<file path="src/rtl/if_id_skid_register_pkg.sv">
// Shared definitions for the IF/ID skid register: NOP encoding,
// beat payload layout and skid buffer occupancy states.
package if_id_skid_register_pkg;

    localparam int          PKG_XLEN = 32;
    localparam logic [31:0] RV_NOP   = 32'h00000013;  // addi x0,x0,0

    typedef struct packed {
        logic [PKG_XLEN-1:0] instruction;
        logic [PKG_XLEN-1:0] pc;
        logic                fault;
    } if_id_payload_t;

    typedef enum logic [1:0] {
        SKID_EMPTY = 2'd0,
        SKID_ONE   = 2'd1,
        SKID_FULL  = 2'd2
    } skid_state_e;

endpackage

</file>
<file path="src/rtl/pipe_payload_slot.sv">
// One IF/ID payload register (instruction, pc, fault) with a load enable
// and a synchronous clear that returns the slot to the NOP/zero payload.
// Clear wins over load so a killed slot never captures new data.
module pipe_payload_slot
    import if_id_skid_register_pkg::*;
#(
    parameter int              XLEN = 32,
    parameter logic [XLEN-1:0] NOP  = XLEN'(RV_NOP)
) (
    input  logic            clk,
    input  logic            i_clear,
    input  logic            i_load,
    input  logic [XLEN-1:0] i_instruction,
    input  logic [XLEN-1:0] i_pc,
    input  logic            i_fault,
    output logic [XLEN-1:0] o_instruction,
    output logic [XLEN-1:0] o_pc,
    output logic            o_fault
);

    logic [XLEN-1:0] r_instruction;
    logic [XLEN-1:0] r_pc;
    logic            r_fault;

    // Payload storage: clear to NOP, load new beat, otherwise hold.
    always_ff @(posedge clk) begin
        if (i_clear) begin
            r_instruction <= NOP;
            r_pc          <= {XLEN{1'b0}};
            r_fault       <= 1'b0;
        end else if (i_load) begin
            r_instruction <= i_instruction;
            r_pc          <= i_pc;
            r_fault       <= i_fault;
        end else begin
            r_instruction <= r_instruction;
            r_pc          <= r_pc;
            r_fault       <= r_fault;
        end
    end

    assign o_instruction = r_instruction;
    assign o_pc          = r_pc;
    assign o_fault       = r_fault;

endmodule

</file>
<file path="src/rtl/if_id_skid_register.sv">
// IF/ID pipeline register with valid/ready handshake and a 2-entry skid
// buffer (main slot drives decode, skid slot absorbs one beat during a
// decode stall). if_ready is registered, so there is no combinational
// path from id_ready back to fetch. Synchronous flush kills everything.
// Optional build macro: IF_ID_PERF_CNT_EN adds saturating stall/bubble
// counters as extra output ports.
module if_id_skid_register
    import if_id_skid_register_pkg::*;
#(
    parameter int              XLEN            = 32,
    parameter logic [XLEN-1:0] NOP_INSTRUCTION = XLEN'(RV_NOP),
    parameter int              ILEN_BYTES      = 4
) (
    input  logic            clk,
    input  logic            rst,
    input  logic            if_valid,
    output logic            if_ready,
    input  logic [XLEN-1:0] if_instruction,
    input  logic [XLEN-1:0] if_pc,
    input  logic            if_fault,
    input  logic            id_flush,
    input  logic            id_ready,
    output logic            id_valid,
    output logic [XLEN-1:0] id_instruction,
    output logic [XLEN-1:0] id_pc,
    output logic [XLEN-1:0] id_pc_plus_4,
`ifdef IF_ID_PERF_CNT_EN
    output logic [31:0]     stall_cycles,
    output logic [31:0]     bubble_cycles,
`endif
    output logic            id_fault
);

    skid_state_e     r_state;
    skid_state_e     w_next_state;
    logic            r_if_ready;

    logic            w_in_fire;
    logic            w_out_fire;
    logic            w_main_load;
    logic            w_main_clear;
    logic            w_main_from_skid;
    logic            w_skid_load;
    logic            w_skid_clear;

    logic [XLEN-1:0] w_main_instruction;
    logic [XLEN-1:0] w_main_pc;
    logic            w_main_fault;
    logic [XLEN-1:0] w_skid_instruction;
    logic [XLEN-1:0] w_skid_pc;
    logic            w_skid_fault;

    assign id_valid   = (r_state != SKID_EMPTY);
    assign w_in_fire  = if_valid & r_if_ready;
    assign w_out_fire = id_valid & id_ready;

    // Occupancy transitions and slot load/clear strobes; flush overrides all.
    always_comb begin
        w_next_state     = r_state;
        w_main_load      = 1'b0;
        w_main_clear     = 1'b0;
        w_main_from_skid = 1'b0;
        w_skid_load      = 1'b0;
        w_skid_clear     = 1'b0;
        if (id_flush) begin
            w_next_state = SKID_EMPTY;
            w_main_clear = 1'b1;
            w_skid_clear = 1'b1;
        end else begin
            case (r_state)
                SKID_EMPTY: begin
                    if (w_in_fire) begin
                        w_main_load  = 1'b1;
                        w_next_state = SKID_ONE;
                    end else begin
                        w_next_state = SKID_EMPTY;
                    end
                end
                SKID_ONE: begin
                    if (w_in_fire && w_out_fire) begin
                        w_main_load  = 1'b1;
                        w_next_state = SKID_ONE;
                    end else if (w_in_fire) begin
                        w_skid_load  = 1'b1;
                        w_next_state = SKID_FULL;
                    end else if (w_out_fire) begin
                        w_main_clear = 1'b1;
                        w_next_state = SKID_EMPTY;
                    end else begin
                        w_next_state = SKID_ONE;
                    end
                end
                SKID_FULL: begin
                    if (w_out_fire) begin
                        w_main_load      = 1'b1;
                        w_main_from_skid = 1'b1;
                        w_skid_clear     = 1'b1;
                        w_next_state     = SKID_ONE;
                    end else begin
                        w_next_state = SKID_FULL;
                    end
                end
                default: begin
                    w_next_state = SKID_EMPTY;
                    w_main_clear = 1'b1;
                    w_skid_clear = 1'b1;
                end
            endcase
        end
    end

    // State and registered ready: ready drops only when both slots are occupied.
    always_ff @(posedge clk) begin
        if (rst) begin
            r_state    <= SKID_EMPTY;
            r_if_ready <= 1'b1;
        end else begin
            r_state    <= w_next_state;
            r_if_ready <= (w_next_state != SKID_FULL);
        end
    end

    pipe_payload_slot #(
        .XLEN (XLEN),
        .NOP  (NOP_INSTRUCTION)
    ) u_main_slot (
        .clk           (clk),
        .i_clear       (rst | w_main_clear),
        .i_load        (w_main_load),
        .i_instruction (w_main_from_skid ? w_skid_instruction : if_instruction),
        .i_pc          (w_main_from_skid ? w_skid_pc : if_pc),
        .i_fault       (w_main_from_skid ? w_skid_fault : if_fault),
        .o_instruction (w_main_instruction),
        .o_pc          (w_main_pc),
        .o_fault       (w_main_fault)
    );

    pipe_payload_slot #(
        .XLEN (XLEN),
        .NOP  (NOP_INSTRUCTION)
    ) u_skid_slot (
        .clk           (clk),
        .i_clear       (rst | w_skid_clear),
        .i_load        (w_skid_load),
        .i_instruction (if_instruction),
        .i_pc          (if_pc),
        .i_fault       (if_fault),
        .o_instruction (w_skid_instruction),
        .o_pc          (w_skid_pc),
        .o_fault       (w_skid_fault)
    );

    // Main slot is cleared whenever it empties, so it already reads NOP/0.
    assign if_ready       = r_if_ready;
    assign id_instruction = w_main_instruction;
    assign id_pc          = w_main_pc;
    assign id_fault       = w_main_fault;
    assign id_pc_plus_4   = w_main_pc + XLEN'(ILEN_BYTES);

`ifdef IF_ID_PERF_CNT_EN
    logic [31:0] r_stall_cycles;
    logic [31:0] r_bubble_cycles;

    // Saturating stall/bubble counters; cleared by reset only, not by flush.
    always_ff @(posedge clk) begin
        if (rst) begin
            r_stall_cycles  <= 32'd0;
            r_bubble_cycles <= 32'd0;
        end else begin
            if (id_valid && !id_ready && (r_stall_cycles != 32'hFFFF_FFFF)) begin
                r_stall_cycles <= r_stall_cycles + 32'd1;
            end else begin
                r_stall_cycles <= r_stall_cycles;
            end
            if (!id_valid && !id_flush && (r_bubble_cycles != 32'hFFFF_FFFF)) begin
                r_bubble_cycles <= r_bubble_cycles + 32'd1;
            end else begin
                r_bubble_cycles <= r_bubble_cycles;
            end
        end
    end

    assign stall_cycles  = r_stall_cycles;
    assign bubble_cycles = r_bubble_cycles;
`endif

endmodule

</file>
<file path="config.mk">
export PLATFORM = sky130hd
export DESIGN_NAME = if_id_skid_register
export DESIGN_NICKNAME = d
export VERILOG_FILES = /design/src/rtl/if_id_skid_register_pkg.sv /design/src/rtl/pipe_payload_slot.sv /design/src/rtl/if_id_skid_register.sv
export SDC_FILE = /design/constraint.sdc
export NUM_CORES = 1
export LEC_CHECK = 0
export CAP_MARGIN = 20
export CORE_ASPECT_RATIO = 0.75
export CORE_MARGIN = 3
export CORE_UTILIZATION = 43
export DETAILED_ROUTE_END_ITERATION = 7
export GPL_TIMING_DRIVEN = 0
export PLACE_DENSITY = 0.88
export SYNTH_ARGS = -nofsm -noshare
export SYNTH_HDL_FRONTEND = slang
export SYNTH_SLANG_ARGS = --single-unit
</file>
<file path="constraint.sdc">
create_clock -name clk -period 2 [get_ports clk]
set_input_delay 0.4 -clock clk [delete_from_list [all_inputs] [get_ports clk]]
set_output_delay 0.4 -clock clk [all_outputs]
set_load 0.02 [all_outputs]
</file>
Yosys cells after proc, flatten, opt, wreduce, memory -nomap -nowiden
Cells that the tools add are included.

Output and inout bits: 99. Register bits: 133. Word-level logic and storage cells: 47. Input port bits: 70.

Reductions and logical operators: 5. Muxes and demuxes: 26. Bitwise operators: 4. $add $sub $neg: 1. Equality and inequality tests: 3.

Operator list (count): two-way mux 32 bit (2); adder 32 x 3 -> 32 bit (second input constant) (1); two-way mux 1 bit (16); two-way mux 2 bit (4); case mux 2 bit (3 select lines) (1); case mux 1 bit (2 select lines) (2); OR reduction 2 bit (2); case mux 1 bit (3 select lines) (1); AND 1 bit (2); equality test 2 x 1 -> 1 bit (second input constant) (1); equality test 2 bit (second input constant) (1); zero test 2 bit (1); inequality test 2 bit (second input constant) (1); bitwise OR 1 bit (2); nonzero test 2 bit (1); logical AND 1 bit (1).

Depth between registers and ports, before layout
Depth after elaboration: 8. Gate-level depth with buffers: 10. Gate-level depth less buffers: 8.

Hierarchy
Synthesis repeated with hierarchy kept, for this count alone.

Cell total of the unflattened synthesis: 610. Area, all modules: 6348.6 um2.

Modules (own cells, without submodules): pipe_payload_slot (area each 2352.3 um2, times used 2, cells each 209, sequential area each 1301.2 um2); if_id_skid_register (area each 1644.1 um2, times used 1, cells each 192, sequential area each 60.1 um2).

Least setup slack after synthesis
No wires, ideal clock.

Path kind: flip-flop to output port. Start point: register u_main_slot.r_pc[9], in the netlist u_main_slot.o_pc[9]. End point: output id_pc_plus_4[15]. Cell stages (with the launch flop): 6. Slack: -130 ps. Buffers on the path: 1. Data arrival time: 1730 ps. Required time: 1600 ps. Cell sequence: dfxtp_1 buf_2 nand4_2 nor3_1 and3_1 xor2_1.

Cells in the longest elaborated chain, start to end: 1.

RTL lines: start, declared (RTL line pipe_payload_slot.sv:22) `logic [XLEN-1:0] r_pc;`; start signal, assigned (RTL line pipe_payload_slot.sv:29) `r_pc <= {XLEN{1'b0}};`; start signal, assigned (RTL line pipe_payload_slot.sv:33) `r_pc <= i_pc;`; start signal, assigned (RTL line pipe_payload_slot.sv:37) `r_pc <= r_pc;`; adder 32 x 3 -> 32 bit (RTL line if_id_skid_register.sv:158) `assign id_pc_plus_4 = w_main_pc + XLEN'(ILEN_BYTES);`; end, declared (RTL line if_id_skid_register.sv:26) `output logic [XLEN-1:0] id_pc_plus_4,`.

Every way passes these cells.

Final worst setup path
Start point: register u_main_slot.r_pc[16], in the netlist u_main_slot.o_pc[16]. End point: output id_pc_plus_4[25].

The elaborated chain is that of the path after synthesis.

==> impl_table.tex <==
\begin{tabular}{lr}
\hline
Metric & Value \\
\hline
\multicolumn{2}{l}{\textbf{Outcome}} \\
\quad Result of the run & complete, but fails checks \\
\quad Violated checks & negative setup slack \\
\multicolumn{2}{l}{\textbf{Power and ir drop}} \\
\quad Comb pwr share & between 10 and 15\% \\
\quad Leak Pwr & $\sim$0.0041 µW \\
\quad Overall power consumption & 6920 µW \\
\quad Worst vdd rail ir drop & 0.000551 V \\
\quad Power per cell area & 684 mW/mm² \\
\quad Internal power & 5200 µW \\
\quad Portion of total power attributed to the clock network & 45.4\% \\
\quad Switching share of total power & 24.8\% \\
\quad Sequential share of power & around 40\% \\
\quad Switching power & between 1500 and 2000 µW \\
\multicolumn{2}{l}{\textbf{STA}} \\
\quad Setup-failing EPs final & 34 \\
\quad Final TNS setup & -6440 ps \\
\quad Worst slack on hold paths & 455 ps \\
\quad Fmax & 0.418 GHz \\
\quad Final Critical Period & 2400 ps \\
\quad Worst Clk Skew & 4.99 ps \\
\quad Setup repair after global routing missed its margin & yes \\
\quad Crit path setup slack, layout & -395 ps \\
\quad Hold violation total from the final report & 0 \\
\quad Transition at the pin with the smallest max-transition slack & 511 ps \\
\quad Tightest slew margin relative to the limit & 65.9\% \\
\quad Max-slew violation count & 0 \\
\quad Period Utilization, post-route & 120\% \\
\multicolumn{2}{l}{\textbf{Worst setup path}} \\
\quad Path type of the worst setup path & register to output port \\
\quad Critical Path Sink Type & output port \\
\quad Delay contributed by the slowest stage of the critical path & 350 ps \\
\quad Crit path required time & 1600 ps \\
\quad Data arrival time of the worst path & 2000 ps \\
\quad Category of the worst setup path launch point & register \\
\quad Critical Path Slowest Stage Cell & sky130\_fd\_sc\_hd\_\_dfxtp\_4 \\
\quad Peak fanout along the critical path & 5 \\
\quad Ordered list of cells on the worst path & and4\_4, nand4\_4, clkbuf\_16, nor3\_4, xor2\_1, buf\_4 \\
\multicolumn{2}{l}{\textbf{Floorplanning}} \\
\quad Die width & roughly 140 µm \\
\quad Full die area & 0.0155 mm² \\
\quad Starting utilization of the core area & 45.2\% \\
\quad Placement row count & 36 \\
\quad Io pins & 169 \\
\quad Total core area & 0.0133 mm² \\
\quad Height of the die & 108 µm \\
\multicolumn{2}{l}{\textbf{Synth}} \\
\quad Mean Syn Cell Area & $\sim$8.6 µm² \\
\quad Total of warnings raised by yosys & 0 \\
\quad Area of the mapped netlist & 0.00602 mm² \\
\quad Synth Instances & 698 \\
\quad Part of the Yosys area used for sequential elements & between 40\% and 50\% \\
\quad Synth Register Bits & 133 \\
\quad Share of flip-flops with an asynchronous set or reset & 0\% \\
\quad Number of distinct standard cells referenced by the synthesized netlist & 39 \\
\quad Post-Syn Nets & 772 \\
\quad Number of flops mapped to enable cells by yosys & 0 \\
\quad Ys flop type & sky130\_fd\_sc\_hd\_\_dfxtp\_1 \\
\multicolumn{2}{l}{\textbf{Route}} \\
\quad Drt wl/cell & 20.3 µm \\
\quad Post-DRT Antenna Nets & 0 \\
\quad Via count & 6,560 \\
\quad Post-route DRC & 0 \\
\quad Number of optimization iterations in the first detailed-route pass & 5 \\
\quad Count of routing violations after the opening detailed-route iteration & 446 \\
\quad Total wire length & approximately 23,000 µm \\
\quad Detailed-route vias per instance & 5.79 \\
\multicolumn{2}{l}{\textbf{Clocking}} \\
\quad Cell at the root of the clock tree & sky130\_fd\_sc\_hd\_\_clkbuf\_16 \\
\quad TritonCTS Buffers & 17 \\
\quad Clock tree from TritonCTS & done \\
\quad Post-CTS clock slew at the launch and capture registers of the worst setup and hold paths & 60 ps \\
\quad Number of buffers on the longest clock path & 2 \\
\quad Clock tree sinks & between 100 and 150 \\
\quad Worst-skew pair later-pin latency & 410 ps \\
\quad Total number of H-tree levels & 4 \\
\multicolumn{2}{l}{\textbf{Layout}} \\
\quad Share of layout cells above drive strength 1 & between 30\% and 40\% \\
\quad Nets & 1,025 \\
\quad Layout area overhead & 68.1\% \\
\quad Multi-input gate area in the final layout & 0.00358 mm² \\
\quad Most used cells in the layout excluding fill and tap cells & sky130\_fd\_sc\_hd\_\_nand2\_1, sky130\_fd\_sc\_hd\_\_clkdlybuf4s50\_1, sky130\_fd\_sc\_hd\_\_dfxtp\_1 \\
\quad Most common cell after layout, fill and taps aside & sky130\_fd\_sc\_hd\_\_nand2\_1 \\
\quad Fill cell instance count of the final layout & 829 \\
\quad Count of inserted antenna diode cells & 0 \\
\quad Storage element area & 0.00275 mm² \\
\multicolumn{2}{l}{\textbf{Global route}} \\
\quad Pin count of the biggest net entering global routing & 17 \\
\quad Initial antenna violation count & 0 \\
\quad GR Util All Layers & 26.6\% \\
\quad Met1 global-route usage & 33.0\% \\
\quad Global route hottest layer & met2 \\
\quad First-pass GRT wire length & 32,700 µm \\
\quad Met3 track demand over resource in global routing & 6.28\% \\
\quad Aggregate global routing overflow & 0 \\
\quad Global routing met2 resource utilization & 45.0\% \\
\quad Via count of the first global-routing pass & 6,299 \\
\multicolumn{2}{l}{\textbf{Placement}} \\
\quad Final HPWL from detailed placement & 12,800 µm \\
\quad Final weighted congestion in routability-driven placement & 0.871 \\
\quad Port bufs & about 170 \\
\multicolumn{2}{l}{\textbf{Min path}} \\
\quad Hold Path Class & register to register \\
\multicolumn{2}{l}{\textbf{Run}} \\
\quad Max\_cap viols & 0 \\
\hline
\end{tabular}
==> path summary, 6_finish.rpt <==
check | startpoint | endpoint | slack (ps) | cells past startpoint
hold reg to reg | u_skid_slot.o_pc[2]$_SDFFE_PP0P_ | u_skid_slot.o_pc[2]$_SDFFE_PP0P_ | 450 | 2
setup reg to reg | r_state[0]$_SDFF_PP0_ | u_main_slot.o_instruction[2]$_SDFFE_PP0P_ | -40 | 11
hold / removal | u_skid_slot.o_pc[2]$_SDFFE_PP0P_ | u_skid_slot.o_pc[2]$_SDFFE_PP0P_ | 450 | 2
setup / recovery | u_main_slot.o_pc[16]$_SDFFE_PP0P_ | id_pc_plus_4[25] | -400 | 6
==> power groups by stage <==
stage | clock [µW] | combinational [µW] | sequential (µW)
6_report | 3140 | 1030 | 2740
5_1_grt | 3280 | 1090 | 2750
4_1_cts | 3160 | 851 | 2740
3_5_place_dp | 0 | 777 | 2820
3_3_place_gp | 0 | 768 | 2820
2_1_floorplan | 0 | 337 | 2860
==> through the flow <==
stage	setup WS, ps	utilization, %	instance area, µm²	instances
after CTS	-374	69.9	9330	1110
after detailed placement	-699	59.9	7990	1037
after floorplan	-55.7	-	6100	698
after global placement	-661	59.9	7990	1037
final	-395	75.9	10100	1133
after global routing	-451	75.9	10100	1133
==> metal layers <==
layer / routed length, µm / share of wire, %
met5: 0 / 0
met4: 716 / 3.1
met3: 1760 / 7.6
met2: 11500 / 50
met1: 9050 / 39
==> synth_stat cells, types with 9 or more instances <==
cell / number / area [µm²]
sky130_fd_sc_hd__a211oi_1: 42 / 315
sky130_fd_sc_hd__a21oi_1: 63 / 315
sky130_fd_sc_hd__clkbuf_1: 14 / 52.6
sky130_fd_sc_hd__buf_2: 32 / 160
sky130_fd_sc_hd__nand2_1: 145 / 544
sky130_fd_sc_hd__nand3_1: 9 / 45.0
sky130_fd_sc_hd__dfxtp_1: 133 / 2660
sky130_fd_sc_hd__xor2_1: 17 / 149
sky130_fd_sc_hd__xnor2_1: 11 / 96.3
sky130_fd_sc_hd__a211oi_2: 20 / 250
sky130_fd_sc_hd__nor2_1: 69 / 259
sky130_fd_sc_hd__a22oi_1: 62 / 465
==> logic make-up after synthesis <==
logic type | after synthesis | share of synthesized area (%)
AOI/OAI and AO/OA | 192 | 23.1
xor gates and xnor gates | 28 | 4.07
adders and majority gates | 4 | 0.831
buffers and inverters | 67 | 6.03
DFF | 133 | 44.2
muxes | 6 | 1.06
and+or+nand+nor | 268 | 20.7
==> final cells by class <==
class	instances	area share, %
clock buffer	21	4.55
multi-input combinational	498	35.3
clock inverter	9	1.27
timing repair buffer	237	23.8
inverter	8	0.321
buffer	56	5.40
tap	171	2.11
sequential	133	27.2
==> worst max-delay path: cells and delay by family (launching register included) <==
| family | cells | cell delay, ps |
|---|---|---|
| buffers and inverters | 2 | 400 |
| AND/OR/NAND/NOR | 3 | 600 |
| flip-flops | 1 | 350 |
| XOR/XNOR | 1 | 230 |
==> registers in the layout, indices dropped and copies added (netlist names) <==
name and count:
u_main_slot.o_pc 32, u_main_slot.o_instruction 32, u_skid_slot.o_fault 1, r_state 2, u_skid_slot.o_instruction 32, u_skid_slot.o_pc 32, u_main_slot.o_fault 1, if_ready 1
==> repair_timing <==
| action | 4_1_cts | 5_1_grt |
|---|---|---|
| gates cloned | 2 | 8 |
| setup endpoints to repair | 152 | 150 |
| hold buffers | 0 | 0 |
| buffers inserted | 41 | 19 |
| resized for setup | 256 | 151 |
| pin swaps | 20 | 24 |
Power figures use the tool's default switching activity.
